## config.mk

```make
export PLATFORM = sky130hd
export DESIGN_NAME = multicycle_control
export DESIGN_NICKNAME = d
export VERILOG_FILES = /design/src/rtl/multicycle_control.sv
export SDC_FILE = /design/constraint.sdc
export NUM_CORES = 1
export LEC_CHECK = 0
export ABC_AREA = 1
export CORE_ASPECT_RATIO = 1.4
export CORE_MARGIN = 2
export CORE_UTILIZATION = 41
export CTS_CLUSTER_DIAMETER = 200
export CTS_CLUSTER_SIZE = 24
export DETAILED_ROUTE_END_ITERATION = 12
export PLACE_DENSITY_LB_ADDON = 0.2
export SLEW_MARGIN = 10
export SYNTH_ARGS = -nofsm -noshare
export SYNTH_HDL_FRONTEND = slang
export SYNTH_SLANG_ARGS = --single-unit
export TNS_END_PERCENT = 100
```

## constraint.sdc

```tcl
create_clock -name clk -period 1.5 [get_ports clk]
set_input_delay 0.15 -clock clk [delete_from_list [all_inputs] [get_ports clk]]
set_output_delay 0.15 -clock clk [all_outputs]
set_load 0.05 [all_outputs]
```

## src/rtl/multicycle_control.sv

```systemverilog
// Control FSM for the multicycle RISC-V core. It drives the shared ALU, memory, IR, PC and
// register-file datapath, stalls on the memory ready handshake and counts retired instructions.
module multicycle_control #(
  parameter int CNT_WIDTH = 32
) (
  input  logic                 clk,
  input  logic                 reset,
  input  logic [6:0]           opcode_i,
  input  logic                 zero_i,
  input  logic                 mem_ready_i,
  output logic [2:0]           ALU_Op_o,
  output logic [1:0]           ALU_SrcA_o,
  output logic [1:0]           ALU_SrcB_o,
  output logic [1:0]           Result_Src_o,
  output logic                 IorD_o,
  output logic                 Mem_Read_o,
  output logic                 Mem_Write_o,
  output logic                 IR_Write_o,
  output logic                 PC_Write_o,
  output logic                 Reg_Write_o,
  output logic                 illegal_o,
  output logic [CNT_WIDTH-1:0] retired_o,
  output logic [3:0]           state_o
);

  localparam logic [3:0] RESET_S   = 4'd0;
  localparam logic [3:0] FETCH     = 4'd1;
  localparam logic [3:0] DECODE    = 4'd2;
  localparam logic [3:0] MEM_ADDR  = 4'd3;
  localparam logic [3:0] MEM_READ  = 4'd4;
  localparam logic [3:0] MEM_WB    = 4'd5;
  localparam logic [3:0] MEM_WRITE = 4'd6;
  localparam logic [3:0] EXEC_R    = 4'd7;
  localparam logic [3:0] EXEC_I    = 4'd8;
  localparam logic [3:0] ALU_WB    = 4'd9;
  localparam logic [3:0] EXEC_LUI  = 4'd10;
  localparam logic [3:0] BEQ       = 4'd11;

  localparam logic [6:0] OP_R      = 7'b0110011;
  localparam logic [6:0] OP_I      = 7'b0010011;
  localparam logic [6:0] OP_LUI    = 7'b0110111;
  localparam logic [6:0] OP_BEQ    = 7'b1100011;
  localparam logic [6:0] OP_LOAD   = 7'b0000011;
  localparam logic [6:0] OP_STORE  = 7'b0100011;

  logic [3:0]           state_q, state_d;
  logic [CNT_WIDTH-1:0] retired_q, retired_d;
  logic                 retire_s;

  // Next-state and control decode; FETCH/BEQ strobes depend on inputs in the same cycle
  always_comb begin
    state_d      = state_q;
    retire_s     = 1'b0;
    ALU_Op_o     = 3'b000;
    ALU_SrcA_o   = 2'b00;
    ALU_SrcB_o   = 2'b00;
    Result_Src_o = 2'b00;
    IorD_o       = 1'b0;
    Mem_Read_o   = 1'b0;
    Mem_Write_o  = 1'b0;
    IR_Write_o   = 1'b0;
    PC_Write_o   = 1'b0;
    Reg_Write_o  = 1'b0;
    illegal_o    = 1'b0;
    case (state_q)
      RESET_S: state_d = FETCH;
      FETCH: begin
        Mem_Read_o   = 1'b1;
        ALU_SrcB_o   = 2'b10;
        ALU_Op_o     = 3'b110;
        Result_Src_o = 2'b10;
        if (mem_ready_i) begin
          IR_Write_o = 1'b1;
          PC_Write_o = 1'b1;
          state_d    = DECODE;
        end else begin
          state_d = FETCH;
        end
      end
      DECODE: begin
        // ALU computes the branch target here so BEQ can pick it up from ALUOut
        ALU_SrcA_o = 2'b01;
        ALU_SrcB_o = 2'b01;
        ALU_Op_o   = 3'b110;
        case (opcode_i)
          OP_R:     state_d = EXEC_R;
          OP_I:     state_d = EXEC_I;
          OP_LUI:   state_d = EXEC_LUI;
          OP_BEQ:   state_d = BEQ;
          OP_LOAD:  state_d = MEM_ADDR;
          OP_STORE: state_d = MEM_ADDR;
          default: begin
            illegal_o = 1'b1;
            state_d   = FETCH;
          end
        endcase
      end
      EXEC_R: begin
        ALU_SrcA_o = 2'b10;
        state_d    = ALU_WB;
      end
      EXEC_I: begin
        ALU_SrcA_o = 2'b10;
        ALU_SrcB_o = 2'b01;
        ALU_Op_o   = 3'b001;
        state_d    = ALU_WB;
      end
      EXEC_LUI: begin
        ALU_SrcB_o = 2'b01;
        ALU_Op_o   = 3'b100;
        state_d    = ALU_WB;
      end
      ALU_WB: begin
        Reg_Write_o = 1'b1;
        retire_s    = 1'b1;
        state_d     = FETCH;
      end
      MEM_ADDR: begin
        ALU_SrcA_o = 2'b10;
        ALU_SrcB_o = 2'b01;
        ALU_Op_o   = 3'b110;
        if (opcode_i == OP_LOAD) begin
          state_d = MEM_READ;
        end else begin
          state_d = MEM_WRITE;
        end
      end
      MEM_READ: begin
        Mem_Read_o = 1'b1;
        IorD_o     = 1'b1;
        if (mem_ready_i) begin
          state_d = MEM_WB;
        end else begin
          state_d = MEM_READ;
        end
      end
      MEM_WB: begin
        Result_Src_o = 2'b01;
        Reg_Write_o  = 1'b1;
        retire_s     = 1'b1;
        state_d      = FETCH;
      end
      MEM_WRITE: begin
        Mem_Write_o = 1'b1;
        IorD_o      = 1'b1;
        if (mem_ready_i) begin
          retire_s = 1'b1;
          state_d  = FETCH;
        end else begin
          state_d = MEM_WRITE;
        end
      end
      BEQ: begin
        ALU_SrcA_o = 2'b10;
        ALU_Op_o   = 3'b101;
        PC_Write_o = zero_i;
        retire_s   = 1'b1;
        state_d    = FETCH;
      end
      default: state_d = RESET_S;
    endcase
  end

  // Retired-instruction counter, wraps naturally at its width
  always_comb begin
    if (retire_s) begin
      retired_d = retired_q + CNT_WIDTH'(1);
    end else begin
      retired_d = retired_q;
    end
  end

  // State and counter registers
  always_ff @(posedge clk or negedge reset) begin
    if (!reset) begin
      state_q   <= RESET_S;
      retired_q <= '0;
    end else begin
      state_q   <= state_d;
      retired_q <= retired_d;
    end
  end

  assign state_o   = state_q;
  assign retired_o = retired_q;

endmodule

```

==> flow_summary.yaml <==
detailed_routing:
  dr_total_vias: 2850
  detail-route-antenna-nets: 0
  wl_met1_mm: 2.89
  routed-wl-met2_mm: 4.46
  routed.top_layer: "met4"
  drc: 0
  drtIter0Drc: 120
  avgViaCountPerCell: 5.04
  wl_per_cell_microns: 14.3
  first_pass_iters: 4
  met3WireLength_microns: 449
  wl_mm: 8.07
run_status:
  violations: "setup timing"
  status: "finished with violations"
floorplanning:
  die_w_microns: 68.8
  pin_count: 63
  coreArea_sq_um: 5780
  die_y_microns: 94.7
  start_util: 0.417
  rows: 33
  fp.dieArea_sq_um: 6510
sta:
  fmax_ghz: 0.580
  final_hold_viol_count: 0
  skew_ns: 0.00539
  timing.hold.ws_ns: 0.325
  period_needed_ns: 1.72
  drv_slew: 0
  rsz0062_at_grt: "yes"
  setup_viol: 39
  finalSetupTns_ns: -2.96
  setup_slack_ns: -0.225
  tightest_slew_ns: 0.429
  relSlewSlack: 0.714
  fin_crit_sh: 1.15
placed_design:
  post-dp-hpwl_mm: 5.88
  io_buffers: 62
  place.gp.congestion: 0.912
power_and_ir_drop:
  combPwrFrac: 0.658
  switching_power_w: 0.00286
  seq_power_share: 0.194
  vdd_drop_max_uv: 1970
  clockPowerShare: 0.148
  swShare: 0.444
  p_leak_nw: 1.91
  power_density_nw_per_um2: 1540
  p_int_w: 0.00358
yosys:
  synth_edf_count: 0
  synth_seq_cells: 36
  ys_seq_area_frac: 0.374
  synthArstFlopShare: 1.00
  netlist-cell-type-count: 27
  synth.cell_area_sq_um: 2410
  synth_area_per_cell_sq_um: 6.32
  synthCells: 381
  syn-num-nets: 393
  yosys_warnings: 0
  synth-main-ff-cell: "dfrtp_1"
clocking:
  clk-insertion-delay-late_ns: 0.29
  cts_buffers: 5
  clkTransAtPathRegs_ns: 0.07
  cts_tree: "yes"
  clock-sinks: 36
  htreeDepth: 2
  clockRootBuffer: "clkbuf_8"
  clockBufferDepth: 2
critical_path:
  rr_worst_depth: 8
  reg2reg_from: "state_o[2]"
  cp-end-kind: "primary output"
  cp_data_arrival_time_ns: 1.57
  start_kind: "flop"
  required_ns: 1.35
  critPathMaxFanout: 5
  r2r_slack_ns: -0.08
  setup.worst_path.class: "reg -> out"
  timing.rr.end: "retired_o[6]"
global_routing:
  grt_overflow_total: 0
  grt_pass1_wl_mm: 13.1
  grt_max_degree: 20
  grt_pass1_vias: 2970
  track_usage: 0.266
  antenna_found_initial: 0
layout:
  regArea_sq_um: 927
  final_common_cell: "nand2_1"
  drive_gt1_frac: 0.378
  multi_input_area_sq_um: 1590
  n_antenna_cell: 0
  num-fill-cells: 464
  nets: 506
  area_growth_syn_to_layout_pct: 73.2
  layout_common_cells: "nand2_1, buf_4, nor2_1"
flow_run:
  maxCapViolCount: 0
min_path:
  hold_class: "in -> async"
worst max-delay path, stage by stage (launching register included):
cell     delay [ns]
dfrtp_2        0.47
inv_1          0.20
nand2_4        0.09
nand2_1        0.11
nand2_4        0.08
buf_6          0.13
inv_2          0.06
buf_12         0.13
metal layers:
metal  global-route usage  up-vias
met5                    0        -
met4                0.141        0
met3               0.0656       22
met2                0.488       87
met1                0.264     1337
li1                     -     1404
final cells by class:
class                   instances  share of cell area
clock buffers                   7              0.0231
clock inverters                 1             0.00720
inverters                      40              0.0387
multi-input cells             301               0.381
flip-flops and latches         36               0.222
well taps                      70              0.0210
repair buffers                110               0.307
synth_stat cells (all sizes together), types with 2 or more instances:
library cell	n	area, sq um
nor3	5	30.0
inv	40	150
nor2	69	264
xor2	4	35.0
nand2	170	643
nand3b	2	15.0
o22ai	2	12.5
dfrtp	36	901
nand3	17	103
nand4	5	31.3
buf	5	36.3
o21ai	8	40.0
a21oi	2	10.0
xnor2	11	96.3
sequential cells by signal, summed over array words and instances, names as in the netlist:
register   count
retired_o     32
state_o        4
kinds of logic after synthesis:
logic type / Yosys count / synth area share
AO/OA/AOI/OAI: 15 / 0.0353
buffers and inverters: 45 / 0.0774
XOR/XNOR: 15 / 0.0545
adder cells (fa/ha/maj): 1 / 0.00519
AND/OR/NAND/NOR: 269 / 0.454
flip-flops: 36 / 0.374
worst max-delay path by stage:
stage,startpoint,endpoint,depth (start not counted)
floorplan,state_o[2],illegal_o,5
global placement,mem_ready_i,retired_o[18],6
detailed placement,mem_ready_i,retired_o[18],6
CTS,state_o[3],illegal_o,6
global route,state_o[2],Reg_Write_o,7
finish,state_o[2],Reg_Write_o,7
repair_timing:
item | in CTS | in global routing
pin swaps | 6 | 7
buffers inserted | 16 | 4
endpoints found under the hold margin | 17 | 0
resized for setup | 33 | 38
cloned | 1 | 0
hold buffers | 1 | 0
endpoints found under the setup margin | 25 | 50
power by group through the flow:
| stage | clock (W) | combinational (W) | sequential (W) |
|---|---|---|---|
| after CTS | 0.000963 | 0.00407 | 0.00124 |
| after global routing | 0.00102 | 0.00442 | 0.00127 |
| final | 0.000950 | 0.00424 | 0.00125 |
| after global placement | 0 | 0.00348 | 0.00126 |
| after detailed placement | 0 | 0.00351 | 0.00127 |
| after floorplan | 0 | 0.00156 | 0.00156 |
per-stage QoR:
step	total power [W]	std cells	worst slack, ns	instance area (sq um)	util
final	0.00644	565	-0.225	4170	0.722
after global routing	0.00670	565	-0.280	4170	0.722
after CTS	0.00628	563	-0.185	4040	0.699
after detailed placement	0.00478	537	-0.0455	3640	0.631
after global placement	0.00475	537	-0.0110	3640	0.631
after floorplan	0.00312	381	-0.414	2530	-
No activity file was read; power rests on OpenSTA's default activity.
==> patch (same settings) <==
Make the reset (`reset`) synchronous in one clocked block.
--- a/src/rtl/multicycle_control.sv
+++ b/src/rtl/multicycle_control.sv
@@ -172,5 +172,5 @@
 
   // State and counter registers
-  always_ff @(posedge clk or negedge reset) begin
+  always_ff @(posedge clk) begin
     if (!reset) begin
       state_q   <= RESET_S;
Formal check against the unedited RTL: differs if reset is asserted again (counterexample within 4 cycles, from zero or initial values and one cycle with reset low); with reset held inactive, the same outputs for 10 cycles.
==> patch against the original RTL <==
The flow still finishes with violations (negative setup slack); design area rose by 1.6%; hold slack improved by 0.092 ns; wire length rose by 0.32%; sequential cell count did not move; synthesized area rose by 6.5%; worst setup slack improved by 0.17 ns; register-to-register slack improved by 0.04 ns; highest routed layer unchanged.
Power is not compared: it rests on default switching activity, and its combinational part moved more than twofold at a synthesized area within 25%.
==> patch: results (changes against the original RTL) <==
power:
  cellLeakagePower_nw: 1.89
  p_int_mw: 1.75
  vdd_ir_drop_max_mv: 0.660
sta:
  setup_slack_ns: -0.0533  # +0.172 ns
  setup_viol: 15  # -62%
  holdWs_ns: 0.417  # +0.0924 ns
  skew_ns: 0.0103  # +0.00488 ns
  slew_headroom_pct: 78.7  # +7.3 points
synthesis:
  synth_cell_types: 32  # +19%
  synth.area.top_cells: "dfxtp_1 (28%), nand2_1 (16%), nor2_1 (11%)"
  ys.flop_type: "dfxtp_1"
  synth_common_cells: "nand2_1 (109), nor2_1 (73), inv_1 (61), dfxtp_1 (36), nand3_1 (29)"
  ys_warn_count: 0  # unchanged
  synth_seq_area_share_pct: 28.1  # -9.3 points
  syn-num-nets: 425  # +8.1%
  ys_async_sr_fraction_pct: 0  # -100 points
grt:
  grt_pass1_vias: 2739  # -7.8%
  grt_max_degree: 41  # +110%
  antenna_found_initial: 0  # unchanged
  grt_use_total_pct: 20.3  # -6.3 points
  grt_pass1_wl_mm: 11.6  # -11%
drt:
  wl_per_cell_um: 13.7  # -3.9%
  dr.pass1.iters: 4  # unchanged
  wirelength_met1_mm: 3.21  # +11%
  vias_per_cell: 5.06  # +0.27%
  wl_met2_mm: 4.36  # -2.2%
  top_layer_used: "met4"
  wl_met3_um: 336  # -25%
  drt_iter0_drc: 121  # +0.83%
cts:
  worstSkewPairLatency_ns: 0.30
  clk_pin_slew_ns: 0.09  # +0.02 ns
  hold_buffers: 0  # -1
  cts_max_level: 2  # unchanged
  root_buffer: "clkbuf_8"
  clock_path_buffers: 2  # unchanged
  numCtsBuffers: 5  # unchanged
min_path:
  min_path_type: "primary input to register"
placement:
  place_ws_ns: -0.234  # -0.189 ns
  gp_congestion: 0.930  # +2.0%
  hpwl_mm: 5.19  # -12%
  io_buffers: 62  # unchanged
status:
  violations: "negative setup slack"
  status: "finished, violations left"
worst_setup_path:
  rrSetupSlack_ns: -0.04  # +0.04 ns
  cp_max_fo: 8  # +3
  worstPathArrival_ns: 1.40  # -0.17 ns
cells_and_area:
  final_nets: 529  # +4.5%
  drive_gt1_share_pct: 43.4  # +5.7 points
  largest_register_ffs: 32  # unchanged
  fill_cells: 500  # +7.8%
  diodes: 0  # unchanged
==> patch: changes by cell type after synthesis, sizes merged, moves of 11 or more <==
cell / before / now
dfxtp: 0 / 36
inv: 40 / 65
nor2: 69 / 87
nand3: 17 / 44
xnor2: 11 / 0
nand2: 170 / 115
dfrtp: 36 / 0
a21oi: 2 / 21
==> patch: logic make-up after synthesis <==
family,count (synthesis),synth area share [%]
AO/OA/AOI/OAI,31,6.53
adder cells (fa/ha/maj),1,0.487
XOR/XNOR,1,0.341
AND/OR/NAND/NOR,269,51.1
flip-flops,36,28.1
buffers and inverters,75,13.4
==> patch: per-stage QoR <==
| step | cell area [um^2] | util [%] | instances | TNS, ns |
|---|---|---|---|---|
| 4_1_cts | 3780 | 61.7 | 571 | -0.0246 |
| 6_report | 4240 | 69.2 | 590 | -0.243 |
| 5_1_grt | 4240 | 69.2 | 590 | -2.99 |
| 2_1_floorplan | 2700 | - | 413 | -0.105 |
| 3_5_place_dp | 3590 | 58.6 | 558 | -0.317 |
| 3_3_place_gp | 3590 | 58.6 | 558 | -0.119 |
==> patch: final timing paths <==
kind | cells past startpoint | startpoint | endpoint
hold reg to reg | 2 | retired_o[9]$_SDFFE_PN0P_ | retired_o[9]$_SDFFE_PN0P_
setup / recovery | 6 | state_o[0]$_SDFF_PN0_ | ALU_SrcA_o[1]
setup reg to reg | 10 | state_o[2]$_SDFF_PN0_ | retired_o[8]$_SDFFE_PN0P_
hold / removal | 7 | opcode_i[3] | state_o[1]$_SDFF_PN0_
==> patch: worst max-delay path, cell delays in order (launching register included) <==
cell	delay [ns]
dfxtp_4	0.45
nand2_4	0.08
nor2_4	0.13
buf_4	0.12
inv_2	0.04
o2111ai_4	0.10
buf_12	0.16
==> patch: cell type report <==
type | instances | area (um^2) | share of cell area, %
clock buffer | 5 | 68.8 | 1.62
clock inverter | 3 | 42.5 | 1.00
inverter | 65 | 265 | 6.26
multi-input combinational | 303 | 1820 | 42.9
sequential | 36 | 768 | 18.1
tap | 72 | 90.1 | 2.13
timing repair buffer | 106 | 1180 | 28.0
==> patch: metal layers <==
layer  up-vias  track usage (%)
li1       1512                -
met1      1374             22.0
met2        83             38.8
met3        15             2.90
met4         0             7.11
met5         -                0
==> patch: power groups by stage <==
stage | clock, mW | sequential (mW) | combinational [mW]
3_3_place_gp | 0 | 1.00 | 0.573
2_1_floorplan | 0 | 1.02 | 0.299
3_5_place_dp | 0 | 1.00 | 0.579
4_1_cts | 0.895 | 0.979 | 0.608
5_1_grt | 0.926 | 0.987 | 0.692
6_report | 0.890 | 0.986 | 0.659
==> patch: what timing repair did <==
action                                 4_1_cts  5_1_grt
endpoints found under the hold margin        0        0
gates cloned                                 0       10
resized for setup                           18       56
setup buffers                                7       10
setup endpoints to repair                   12       42
pin swaps                                   10       23
